File: config.mk
export PLATFORM = sky130hd
export DESIGN_NAME = conv_seq_ctrl
export DESIGN_NICKNAME = d
export VERILOG_FILES = /design/src/rtl/conv_seq_ctrl.sv
export SDC_FILE = /design/constraint.sdc
export NUM_CORES = 1
export LEC_CHECK = 0
export ABC_AREA = 1
export CORE_MARGIN = 2
export CORE_UTILIZATION = 47
export CTS_CLUSTER_DIAMETER = 150
export CTS_CLUSTER_SIZE = 8
export DETAILED_ROUTE_END_ITERATION = 8
export PLACE_DENSITY = 0.79
export RECOVER_POWER = 25
export SLEW_MARGIN = 20
export SYNTH_ARGS = -nofsm -noshare
export SYNTH_HDL_FRONTEND = slang
export SYNTH_SLANG_ARGS = --single-unit
File: constraint.sdc
create_clock -name clk -period 2.7 [get_ports clk]
set_input_delay 0.81 -clock clk [delete_from_list [all_inputs] [get_ports clk]]
set_output_delay 0.81 -clock clk [all_outputs]
set_load 0.03 [all_outputs]
File: src/rtl/conv_seq_ctrl.sv
// conv_seq_ctrl: sequences load and compute selects for the Parallel_module convolution datapath
module conv_seq_ctrl (
  input  logic       clk,
  input  logic       rst,
  input  logic       start,
  input  logic       step_en,
  input  logic       abort,
  input  logic [7:0] out,
  output logic [3:0] s0,
  output logic [3:0] s1,
  output logic       we_1,
  output logic       we_2,
  output logic       preset,
  output logic       busy,
  output logic       done,
  output logic [7:0] result
);
  typedef enum logic [1:0] {IDLE, LOAD, RUN, DONE} state_t;
  localparam logic [63:0] S0_TAB = {4'd7, 4'd6, 4'd5, 4'd3, 4'd2, 4'd1, 4'd6, 4'd5,
                                    4'd4, 4'd2, 4'd1, 4'd0, 4'd0, 4'd0, 4'd0, 4'd0};
  state_t     state_q, state_d;
  logic [3:0] k_q, k_d, s0_d, s1_d;
  logic       we_1_d, we_2_d, busy_d, done_d;
  logic [7:0] result_d;
  assign preset = 1'b0;
  // next state and step index; outputs are decoded from the next state so they register with it
  always_comb begin
    state_d = state_q;
    k_d = k_q;
    if (abort) begin
      state_d = IDLE;
      k_d = 4'd0;
    end else if ((state_q == IDLE || state_q == DONE) && start) begin
      state_d = LOAD;
      k_d = 4'd0;
    end else if ((state_q == LOAD || state_q == RUN) && step_en) begin
      state_d = (k_q == 4'd15) ? DONE : (k_q == 4'd3) ? RUN : state_q;
      k_d = (k_q == 4'd15) ? k_q : k_q + 4'd1;
    end
    s0_d = (state_d == RUN) ? S0_TAB[{k_d, 2'b00} +: 4] : (state_d == DONE) ? 4'd7 : 4'd0;
    s1_d = (state_d == LOAD) ? ((k_d == 4'd0) ? 4'd2 : (k_d == 4'd1) ? 4'd1 : 4'd0) : 4'd0;
    we_1_d = (state_d == LOAD) && (k_d == 4'd1 || k_d == 4'd2);
    we_2_d = (state_d == LOAD) && (k_d == 4'd3);
    busy_d = (state_d == LOAD) || (state_d == RUN);
    done_d = (state_d == DONE) && (state_q != DONE);
    result_d = done_d ? out : result;
  end
  // state and registered outputs with asynchronous reset
  always_ff @(posedge clk or posedge rst) begin
    if (rst) begin
      state_q <= IDLE;
      k_q <= 4'd0;
      s0 <= 4'd0;
      s1 <= 4'd0;
      we_1 <= 1'b0;
      we_2 <= 1'b0;
      busy <= 1'b0;
      done <= 1'b0;
      result <= 8'd0;
    end else begin
      state_q <= state_d;
      k_q <= k_d;
      s0 <= s0_d;
      s1 <= s1_d;
      we_1 <= we_1_d;
      we_2 <= we_2_d;
      busy <= busy_d;
      done <= done_d;
      result <= result_d;
    end
  end
endmodule
* Word-level counts from Yosys, hierarchy flattened
Index checks and enable logic that the tools add are counted. W data, S select, Z words.
Storage, ports and cells: input port bits 13, output and inout port bits 21, flip-flop bits (word level) 24, logic and storage cells 48
Cells by class: reductions and logical operators 11, add/subtract/negate cells 1, shift-type cells 1, mux-type cells 14, equality and inequality tests 12
Operators with widths (count):
- $shiftx A64 B7 Y4 const A | 1
- $mux W4 | 5
- $mux W2 | 7
- $eq A4 B2 Y1 const B | 3
- $eq A2 B2 Y1 const B | 4
- $logic_and A1 B1 Y1 | 5
- $add A4 B1 Y4 const B | 1
- $eq A2 B1 Y1 const B | 2
- $eq A4 B1 Y1 const B | 1
- $eq A4 B4 Y1 const B | 1
- $logic_not A4 Y1 | 1
- $logic_or A1 B1 Y1 | 4
- $mux W3 | 1
- $logic_not A2 Y1 | 1
- $ne A2 B2 Y1 const B | 1
- $mux W1 | 1

* Logic depth before layout (Yosys ltp)
Gate-level depths: netlist of the first run.
depth in word-level cells 10, gate-level depth with buffers 13, gate-level depth less buffers 13

* Worst setup path after synthesis of the first run
No wires, ideal clock.
kind input-to-reg, from input step_en, to register result[0], library setup time 118 ps, path slack 282 ps, path buffers 0, data arrival time 2300 ps, cell stages on the path 11, required time 2582 ps, cells stage by stage nand2_1 -> clkinv_2 -> nand3_1 -> nand2_1 -> a31oi_1 -> ha_1 -> inv_1 -> nor2_1 -> inv_1 -> nand2_1 -> nand2_1
On the way: word-level cells in the longest chain between the ends 6
RTL lines:
- start: declaration | line 6 | input logic step_en,
- $logic_and A1 B1 Y1 | line 36 | end else if ((state_q == LOAD || state_q == RUN) && step_en) begin
- $mux W2 | line 36
- $mux W2 | line 33 | end else if ((state_q == IDLE || state_q == DONE) && start) begin
- $mux W2 | line 30 | if (abort) begin
- named net state_d[0] | line 21 | state_t state_q, state_d;
- $eq A2 B2 Y1 | line 45 | done_d = (state_d == DONE) && (state_q != DONE);
- $logic_and A1 B1 Y1 | line 45
- named net done_d | line 23 | logic we_1_d, we_2_d, busy_d, done_d;
- end signal: assignment | line 69 | result <= result_d;
- end: declaration | line 16 | output logic [7:0] result
The timed path passes the listed nets, and every way through them passes these cells. A chain may end at the register's enable or synchronous reset.

* Worst setup path in the final report of the first run
Ends and elaborated chain as after synthesis.

==> flow_summary.yaml, run 1 <==
run_status:
  status: "finished, final reports clean"
clock_network:
  root_buffer: "clkbuf_4"
  clkLatencyLatePin_ns: 0.32
  cts_buffers: 3
  cts_tree: "done"
  htreeDepth: 1
  clkTransAtPathRegs_ns: 0.12
  ctsHoldBuffers: 0
  clockBufferDepth: 2
  post_cts_buffers: 0
  cts_resized: 0
  cts_sinks: 23
setup_path:
  endpoint: "result[0]"
  crit_arrival_ns: 2.63
  rrSetupSlack_ns: 0.44
  critPathMaxStageDelay_ns: 0.46
  cp_cell_sequence: "clkdlybuf4s50_1, nand2_1, clkinv_2, nand3_2, a31oi_1, ha_1, inv_1, nor2_1, inv_1, nand2_1, nand2_1"
  cp_slowest_cell: "clkdlybuf4s50_1"
  critPathLaunchType: "primary input"
  end_kind: "flop"
  critical_path_peak_fanout: 8
  crit_top_cell: "nand2_1"
  critPathTopFamily: "buffers and inverters"
  r2r_start: "state_q[0]"
  r2r-end: "result[0]"
  worst-endpoint-required_ns: 2.91
  crit_buf_inv: 4
  cp.depth: 11
  reg2reg_depth: 12
  worst-setup-path-type: "in2reg"
  critPathLaunch: "step_en"
yosys:
  synth.area.top_cells: "dfrtp_1, nand2_1, ha_1"
  yosysTopAreaCell: "dfrtp_1"
  synth-seq-cells: 23
  seq_area_frac_synth: 0.451
  ys_types: 24
  synth_cells: 145
  synth_top_area_frac: 0.451
  ys.warnings.count: 0
  syn_area_mm2: 0.00128
  avgSynthCellArea_um2: 8.80
finish:
  final_cell_mix: "nand2_1, clkdlybuf4s50_1, dfrtp_1"
  syn2layout_area_growth_pct: 29.6
  final_common_cell: "nand2_1"
  utilization: 0.656
  drive_gt1_frac: 0.186
  design_area_mm2: 0.00165
  antenna_cells: 0
  nets: 202
drt:
  vias_per_cell: 4.74
  drc: 0
  topRoutingLayerUsed: "met4"
  finalWirelength_mm: 2.56
  dr_wl_met2_mm: 1.32
  final_antenna_net_count: 0
  drt-met1-wl_mm: 1.10
  num_vias: 1010
  wl_met3_um: 83
  drt-initial-drc-count: 20
  post_drt_wl_per_cell_um: 12.0
  dr.pass1.iters: 4
sta:
  fmax_mhz: 414
  worst_slew_pin_slew_ns: 1.17
  finClkSkew_ns: 0.0115
  fin_ws_ns: 0.283
  min_period_over_period: 0.895
  grt_setup_unrepaired: "no"
  fin_tns_setup_ns: 0
  final-hold-violation-count: 0
  slew_violations: 0
  post-route-min-period_ns: 2.42
  relSlewSlack: 0.223
  setup_violations: 0
placement:
  gp_congestion: 0.834
  dpl_cell_area_mm2: 0.00163
  portBuffers: 29
  post-dp-hpwl_mm: 2.09
  dp_worst_setup_slack_ns: -0.0230
global_route:
  grt_pass1_wl_mm: 4.42
  grt_util_all_layers: 0.182
  grt_overflow: 0
  antenna_found_initial: 0
  grt_max_degree: 24
  grt_pass1_vias: 970
die:
  core_mm2: 0.00252
  ios: 34
  dieHeight_um: 56.1
  initial_core_util: 0.506
  die_w_um: 56.1
  rows: 18
  dieArea_mm2: 0.00315
run:
  maxCapViolCount: 0
power:
  ir_drop_uv: 294
  p_per_area_mw_per_mm2: 377
  total_power_w: 0.000624
  leakagePower_nw: 0.846
hold_path:
  min_path_type: "reg2reg"
-- power breakdown --
part | switching [W] | total (W) | internal (W)
logic | 0.0000650 | 0.000109 | 0.0000442
registers | 0.00000498 | 0.000356 | 0.000351
clock network | 0.000103 | 0.000159 | 0.0000554
total | 0.000173 | 0.000624 | 0.000451
-- tightest hold or removal path, delay by kind of cell, from the launching register on --
kind | cells | cell delay, ns
simple gates | 2 | 0.10
flops | 1 | 0.37
-- synth_stat cells, drive strengths merged --
library cell	n
nand2	55
a21oi	1
conb	1
a21boi	1
nor2	16
clkinv	1
or2	1
nand3	15
buf	4
o21bai	1
dfrtp	23
inv	17
ha	5
a31oi	1
nand3b	1
nor3	2
-- layer usage --
layer,vias to the layer above,GRT usage
met2,23,0.318
met5,-,0
met1,466,0.210
met3,6,0.0419
li1,515,-
met4,0,0.0816
-- logic make-up (layout without fill, tap and decap cells) --
group           Yosys count  after routing  share of synthesized area
buf+inv                  22             57                     0.0774
other cells               1              4                    0.00294
fa+ha+maj                 5              5                     0.0490
simple gates             90             90                      0.399
flops                    23             23                      0.451
compound gates            4              4                     0.0206
-- state kept, by name (all words and copies together), names as in the netlist --
signal and count:
result 8, state_q 2, s0 3, busy 1, we_1 1, s1 2, k_q 4, we_2 1
done 1
-- through the flow --
stage / cells / hold slack [ns]
global placement: 209 / 0.458
CTS: 213 / 0.495
finish: 213 / 0.487
detailed placement: 209 / 0.467
global route: 213 / 0.510
floorplan: 148 / 0.585
-- how the worst min path moves through the flow --
stage | to | start | cells past startpoint | slack [ns]
floorplan | state_q[0] | state_q[0] | 2 | 0.58
global placement | result[0] | result[0] | 2 | 0.46
detailed placement | result[3] | result[3] | 2 | 0.47
CTS | result[6] | result[6] | 2 | 0.49
global route | result[4] | result[4] | 2 | 0.51
finish | result[3] | result[3] | 2 | 0.49
-- layout make-up --
class | count | area (µm²)
repair buffers | 35 | 332
clock buffers | 3 | 22.5
well taps | 30 | 37.5
clock inverters | 1 | 5.00
flip-flops and latches | 23 | 576
multi-input cells | 103 | 613
fillers | 217 | 868
inverters | 18 | 68.8
Power figures use the tool's default switching activity.
==> run 2, diff against run 1 <==
--- a/config.mk
+++ b/config.mk
@@ -7,5 +7,4 @@
 export LEC_CHECK = 0
-export ABC_AREA = 1
 export CORE_MARGIN = 2
-export CORE_UTILIZATION = 47
+export CORE_UTILIZATION = 46
 export CTS_CLUSTER_DIAMETER = 150
==> constraint.sdc (replaced) <==
create_clock -name clk -period 2.7 [get_ports clk]
set_input_delay 0.54 -clock clk [delete_from_list [all_inputs] [get_ports clk]]
set_output_delay 0.54 -clock clk [all_outputs]
set_load 0.03 [all_outputs]
==> flow_summary.yaml, run 2 <==
global_route:
  grt_max_degree: 24
  met2_usage: 0.319
  grt_overflow: 0
  grt_util_all_layers: 0.186
  grt-busiest-layer: "met2"
  grt_pass1_wl_mm: 3.94
  gr-usage-met3: 0.0410
  antenna_found_initial: 0
  grt_pass1_vias: 907
  met1_usage: 0.225
yosys:
  syn_area_mm2: 0.00119
  ys.warnings.count: 0
  synth.area.top_cells: "dfrtp_1, mux2_2, ha_1"
  ys_types: 38
  seq_area_frac_synth: 0.485
  avgSynthCellArea_um2: 11.3
  synth_edf_count: 0
  synth_ff_type: "dfrtp_1"
  synth.most_common_cell: "dfrtp_1"
  synth_async_sr_flop_share: 1.00
  synth-seq-cells: 23
  yosysTopAreaCell: "dfrtp_1"
  synth_cells: 105
  synth_top_area_frac: 0.485
  ys_top_cells_by_count: "dfrtp_1, mux2_2, inv_1"
hold_path:
  min_path_type: "reg2reg"
setup_path:
  critPathTopFamily: "simple AND/OR/NAND/NOR gates"
  worst-endpoint-required_ns: 2.90
  cp_cell_sequence: "ha_1, and3_1, a21oi_1, or2_2, inv_1, ha_1, nor2b_1, buf_4, mux2_2"
  worst-setup-path-type: "reg2reg"
  crit_buf_inv: 2
  critPathMaxStageDelay_ns: 0.45
  rrSetupSlack_ns: 0.17
  crit_top_cell: "ha_1"
  critical_path_peak_fanout: 9
  cp_slowest_cell: "ha_1"
  end_kind: "flop"
  critPathLaunchType: "flop"
  crit_arrival_ns: 2.73
power:
  combPwrFrac: 0.133
  p_per_area_mw_per_mm2: 371
  leakagePower_nw: 0.761
  switching_share: 0.252
  total_power_w: 0.000583
  seq_power_share: 0.601
  switching_power_w: 0.000147
  clkPwrFrac: 0.266
  ir_drop_uv: 409
  internal_power_w: 0.000436
clock_network:
  ctsHoldBuffers: 0
  root_buffer: "clkbuf_4"
  cts_tree: "done"
  cts_sinks: 23
  post_cts_buffers: 0
  cts_buffers: 3
  clkLatencyLatePin_ns: 0.31
  cts_resized: 0
  clkTransAtPathRegs_ns: 0.11
  clockBufferDepth: 2
  htreeDepth: 1
drt:
  post_drt_wl_per_cell_um: 14.7
  final_antenna_net_count: 0
  vias_per_cell: 5.46
  num_vias: 944
  drt-initial-drc-count: 19
  drc: 0
  finalWirelength_mm: 2.54
  dr.pass1.iters: 4
sta:
  worst_slew_pin_slew_ns: 0.848
  min_period_over_period: 0.938
  hold-worst-slack_ns: 0.521
  fmax_mhz: 395
  setup_violations: 0
  finClkSkew_ns: 0.0142
  slew_violations: 0
  fin_tns_setup_ns: 0
  relSlewSlack: 0.434
  grt_setup_unrepaired: "no"
  final-hold-violation-count: 0
  post-route-min-period_ns: 2.53
placement:
  portBuffers: 29
  gp_congestion: 0.851
  dp_cells: 169
  post-dp-hpwl_mm: 1.94
finish:
  reg_top3: "result: 8 flops, k_q: 4 flops, s0: 3 flops"
  syn2layout_area_growth_pct: 32.5
  largest_reg_flops: 8
  final_common_cell: "clkdlybuf4s50_1"
  fin_cells: 173
  nets: 162
  antenna_cells: 0
  regMostFlops: "result"
  drive_gt1_frac: 0.210
  nFillCells: 198
  final_cell_mix: "clkdlybuf4s50_1, dfrtp_1, mux2_2"
die:
  dieHeight_um: 54.8
  ios: 34
  dieArea_mm2: 0.00300
  rows: 18
  core_mm2: 0.00245
  initial_core_util: 0.483
  die_w_um: 54.8
run_status:
  status: "finished, final reports clean"
run:
  maxCapViolCount: 0
-- run 2: path summary, 6_finish.rpt --
| path | to | from | cells past startpoint |
|---|---|---|---|
| max reg2reg | result[7] | state_q[0] | 9 |
| max in group asynchronous | result[7] | rst | 2 |
| max | result[7] | state_q[0] | 9 |
| min in group asynchronous | result[5] | rst | 2 |
| min | result[4] | result[4] | 1 |
| min reg2reg | result[4] | result[4] | 1 |
-- run 2: cells by family (layout without fill, tap and decap cells) --
kind of cell | after synthesis | after routing | share of synthesized area
flops | 23 | 23 | 0.485
other cells | 1 | 4 | 0.00316
buf+inv | 13 | 48 | 0.0538
fa+ha+maj | 5 | 5 | 0.0527
xor+xnor | 3 | 3 | 0.0222
simple gates | 31 | 31 | 0.166
compound gates | 19 | 19 | 0.124
mux | 10 | 10 | 0.0928
-- run 2: through the flow --
step	worst slack [ns]	area (µm²)	utilization
global placement	0.128	1540	0.629
detailed placement	0.0178	1540	0.629
finish	0.166	1570	0.640
global route	0.00516	1570	0.640
CTS	0.176	1570	0.640
floorplan	0.237	1200	-
-- run 2: final cells by class --
class | instances | area (µm²) | area share
Timing Repair Buffer | 36 | 343 | 0.218
Sequential cell | 23 | 576 | 0.366
Multi-Input combinational cell | 72 | 558 | 0.355
Clock buffer | 3 | 22.5 | 0.0143
Inverter | 8 | 30.0 | 0.0191
Clock inverter | 1 | 5.00 | 0.00318
Tap cell | 30 | 37.5 | 0.0239
-- run 2: per-layer routing --
metal  routed length, µm  vias up
li1                    -      446
met1                 998      456
met2                1370       38
met3                 134        4
met4                  38        0
met5                   0        -
-- run 2: power groups by stage --
stage                     Clock, W  Combinational [W]  Sequential [W]
after CTS                 0.000160          0.0000776        0.000351
after global routing      0.000170          0.0000839        0.000351
after global placement           0          0.0000751        0.000357
after detailed placement         0          0.0000774        0.000357
final                     0.000155          0.0000775        0.000350
after floorplan                  0          0.0000412        0.000361
==> run 3, diff against run 2 <==
--- a/config.mk
+++ b/config.mk
@@ -8,3 +8,3 @@
 export CORE_MARGIN = 2
-export CORE_UTILIZATION = 46
+export CORE_UTILIZATION = 42
 export CTS_CLUSTER_DIAMETER = 150
@@ -12,3 +12,3 @@
 export DETAILED_ROUTE_END_ITERATION = 8
-export PLACE_DENSITY = 0.79
+export PLACE_DENSITY = 0.76
 export RECOVER_POWER = 25
==> constraint.sdc (replaced) <==
create_clock -name clk -period 2.15 [get_ports clk]
set_input_delay 0.3225 -clock clk [delete_from_list [all_inputs] [get_ports clk]]
set_output_delay 0.3225 -clock clk [all_outputs]
set_load 0.03 [all_outputs]
==> flow_summary.yaml, run 3 (same netlist as run 2, synthesis figures left out) <==
run_status:
  status: "finished with violations"
  violations: "negative setup slack"
placement:
  gp_congestion: 0.840
  dpl_cell_area_mm2: 0.00166
  post-dp-hpwl_mm: 1.98
  dp_worst_setup_slack_ns: -0.171
  portBuffers: 29
sta:
  relSlewSlack: 0.222
  slew_violations: 0
  post-route-min-period_ns: 2.18
  fmax_mhz: 458
  finClkSkew_ns: 0.00745
  setup_violations: 5
  final-hold-violation-count: 0
  fin_ws_ns: -0.0331
  worst_slew_pin_slew_ns: 1.17
  hold-worst-slack_ns: 0.524
  fin_tns_setup_ns: -0.126
  grt_setup_unrepaired: "yes"
  min_period_over_period: 1.02
finish:
  regMostFlops: "result"
  antenna_cells: 0
  design_area_mm2: 0.00182
  final_common_cell: "clkdlybuf4s50_1"
  syn2layout_area_growth_pct: 53.5
  drive_gt1_frac: 0.366
  nets: 180
  final_cell_mix: "clkdlybuf4s50_1, dfrtp_1, buf_4"
  reg_top3: "result: 8 flops, k_q: 4 flops, s0: 3 flops"
  largest_reg_flops: 8
setup_path:
  worst-endpoint-required_ns: 2.35
  worst-setup-path-type: "reg2reg"
  crit_arrival_ns: 2.38
  critPathLaunchType: "flop"
  end_kind: "flop"
  critical_path_peak_fanout: 5
clock_network:
  cts_buffers: 3
  cts_sinks: 23
  root_buffer: "clkbuf_4"
  clkTransAtPathRegs_ns: 0.13
  clockBufferDepth: 2
  htreeDepth: 1
  cts_tree: "done"
  clkLatencyLatePin_ns: 0.31
global_route:
  grt_overflow: 0
  grt_pass1_vias: 1015
  grt_pass1_wl_mm: 4.51
  antenna_found_initial: 0
  grt_util_all_layers: 0.174
  grt_max_degree: 24
die:
  rows: 19
  ios: 34
  dieHeight_um: 57.1
  initial_core_util: 0.438
  core_mm2: 0.00271
  dieArea_mm2: 0.00326
  die_w_um: 57.1
drt:
  finalWirelength_mm: 2.66
  vias_per_cell: 5.15
  dr.pass1.iters: 4
  num_vias: 988
  final_antenna_net_count: 0
  drt-initial-drc-count: 25
  drc: 0
  post_drt_wl_per_cell_um: 13.8
power:
  p_per_area_mw_per_mm2: 413
  leakagePower_nw: 0.850
  ir_drop_uv: 343
  total_power_w: 0.000752
hold_path:
  min_path_type: "reg2reg"
run:
  maxCapViolCount: 0
## run 3: cell count changes in the layout (fill, tap and decap cells not counted), sizes merged
cell / previous run / this run
clkbuf: 3 / 4
buf: 7 / 24
## run 3: per-stage QoR
stage,instances,utilization
floorplan,108,-
global placement,183,0.613
detailed placement,183,0.613
CTS,191,0.645
global route,192,0.672
finish,192,0.672
## run 3: path summary, 6_finish.rpt
| kind | slack (ns) | start | to | depth (start not counted) |
|---|---|---|---|---|
| min in group asynchronous | 0.80 | rst | k_q[3] | 3 |
| setup / recovery | -0.03 | state_q[0] | result[1] | 9 |
| setup reg to reg | -0.03 | state_q[0] | result[1] | 9 |
| hold reg to reg | 0.52 | result[4] | result[4] | 1 |
| hold / removal | 0.52 | result[4] | result[4] | 1 |
| max in group asynchronous | 0.66 | rst | s0[2] | 3 |
## run 3: critical path, cell delays in order, from the launching register on
cell	delay, ns
dfrtp_1	0.44
ha_4	0.30
and3_4	0.19
a21oi_1	0.07
or2_4	0.27
inv_4	0.07
ha_4	0.13
nor2b_4	0.16
buf_6	0.15
mux2_4	0.30
## run 3: repair_timing
action	4_1_cts	5_1_grt
hold buffers	0	0
resized for setup	8	16
pin swaps	3	7
buffers inserted	3	1
endpoints found under the setup margin	8	15
endpoints found under the hold margin	0	0
cloned	1	0
## run 3: where the power goes
| part | total, W | leakage (nW) | internal, W | switching (W) |
|---|---|---|---|---|
| Combinational | 0.000117 | 0.514 | 0.0000544 | 0.0000622 |
| Clock | 0.000195 | 0.0177 | 0.0000695 | 0.000126 |
| Sequential | 0.000440 | 0.319 | 0.000437 | 0.00000265 |
## run 3: cell type report
class                   count  area [µm²]
clock buffers               3        22.5
clock inverters             1        5.00
fillers                   219         890
inverters                   8        32.5
multi-input cells          72         664
flip-flops and latches     23         576
well taps                  31        38.8
repair buffers             54         482
## run 3: layer usage
layer	vias to the layer above	GRT usage	wire length [µm]
met5	-	0	0
met4	0	0.0299	13
met3	2	0.0340	158
met2	37	0.300	1330
met1	464	0.230	1160
li1	485	-	-
==> RTL edit, RTL diff (config.mk and constraints of run 1) <==
Put one more register stage on the output `s0`, with the module's reset. The value now appears one clock later. The other outputs are not delayed to match.
--- a/src/rtl/conv_seq_ctrl.sv
+++ b/src/rtl/conv_seq_ctrl.sv
@@ -19,4 +19,6 @@
   localparam logic [63:0] S0_TAB = {4'd7, 4'd6, 4'd5, 4'd3, 4'd2, 4'd1, 4'd6, 4'd5,
                                     4'd4, 4'd2, 4'd1, 4'd0, 4'd0, 4'd0, 4'd0, 4'd0};
+
+  logic [3:0] s0_s0;
   state_t     state_q, state_d;
   logic [3:0] k_q, k_d, s0_d, s1_d;
@@ -51,5 +53,5 @@
       state_q <= IDLE;
       k_q <= 4'd0;
-      s0 <= 4'd0;
+      s0_s0 <= 4'd0;
       s1 <= 4'd0;
       we_1 <= 1'b0;
@@ -61,5 +63,5 @@
       state_q <= state_d;
       k_q <= k_d;
-      s0 <= s0_d;
+      s0_s0 <= s0_d;
       s1 <= s1_d;
       we_1 <= we_1_d;
@@ -70,3 +72,11 @@
     end
   end
+  always_ff @(posedge clk or posedge rst) begin
+    if (rst) begin
+      s0 <= '0;
+    end else begin
+      s0 <= s0_s0;
+    end
+  end
+
 endmodule
Behaviour: not the same (Yosys sat finds a counterexample within 10 cycles, from zero or initial values and one cycle with rst high).
==> RTL edit against run 1 <==
  * Sequential cell count is 3 higher
  * Routed wire length is 1.1% higher
  * Final area is 3.3% higher
  * Total power is 22% higher
  * Combinational power is 4% lower
  * Synthesized area is 2.7% higher
  * Worst setup slack better by 50 ps
  * Sequential power is 13% higher
==> RTL edit: results (changes against run 1) <==
[grt]
grt_pass1_wl_um = 4643  ; was 4422 um
grt_max_degree = 27  ; was 24
met3_usage_pct = 4.839  ; was 4.186%
use_met2_pct = 33.22  ; was 31.76%
use_met1_pct = 21.47  ; was 21.00%

[final_layout]
fillCellCount = 242  ; was 217
buf_share_pct = 18.97  ; was 20.05%
buffers = 34  ; was 35
clock_cell_area_share_pct = 3.077  ; was 1.664%
multi_input_area_um2 = 575.6  ; was 613.1 um2
nNonClkInverters = 17  ; was 18
regArea_um2 = 650.6  ; was 575.6 um2

[placement]
dp_hpwl_um = 2060  ; was 2090 um
dp_cells = 211  ; was 209
place_ws_ps = -27.02  ; was -23.00 ps
gp_congestion = 0.8877  ; was 0.8337

[sta]
hold-worst-slack_ps = 362.8  ; was 487.2 ps
setup_ws_ps = 333.7  ; was 283.4 ps
fin_skew_ps = 3.866  ; was 11.47 ps
worst_slew_pin_slew_ps = 1307  ; was 1165 ps

[worst_setup_path]
worstRegToRegCells = 13  ; was 12
rr_endpoint = result[6]  ; was result[0]

[hold_path]
hold_start = s0_s0[1]  ; was result[3]
hold_depth = 0  ; was 2

[detailed_routing]
wl_per_cell_um = 12.02  ; was 12.00 um
drtIter0Drc = 23  ; was 20
num_vias = 1044  ; was 1010
wl_um = 2584  ; was 2557 um
wl_met1_um = 1053  ; was 1099 um
route.met3.wl_um = 187  ; was 83 um

[status]
status = finished, final reports clean  ; unchanged

[clock_tree]
clock_sink_count = 26  ; was 23

[power]
power_frac_seq_pct = 52.5  ; was 57.1%
leakage_uw = 0.0008700  ; was 0.0008464 uW
comb-power_uw = 105  ; was 109 uW
peakVddDrop_mv = 0.4384  ; was 0.2940 mV
internal_power_uw = 588.9  ; was 450.6 uW

[synthesis]
synthTopCellsByArea = dfrtp_1, nand2_1, ha_1, nand3_1, inv_1  ; was dfrtp_1, nand2_1, ha_1, nor2_8, inv_1
yosysSeqAreaShare_pct = 49.62  ; was 45.10%
netlist_instances = 147  ; was 145
synthTopCellsByCount = nand2_1, dfrtp_1, inv_1  ; unchanged

## RTL edit: cell count changes after synthesis, moves of 2 or more
| cell | before | now |
|---|---|---|
| inv_1 | 14 | 12 |
| dfrtp_1 | 23 | 26 |
| nand2_4 | 3 | 1 |
| nor2_1 | 7 | 9 |
## RTL edit: critical path: stages
cell and delay, ps:
clkdlybuf4s50_1 390, nand2_1 120, inv_2 60, nand3_2 100, nand2_1 60, o21ai_0 260
inv_1 140, ha_1 200, inv_1 60, nor2_1 50, inv_1 190, nand2_1 100
nand2_1 70
## RTL edit: stage by stage
| step | total power [uW] | cell area, um2 |
|---|---|---|
| 5_1_grt | 799.6 | 1708 |
| 2_1_floorplan | 477.2 | 1323 |
| 4_1_cts | 772.6 | 1712 |
| 3_3_place_gp | 512.0 | 1659 |
| 3_5_place_dp | 515.0 | 1659 |
| 6_report | 763.2 | 1708 |
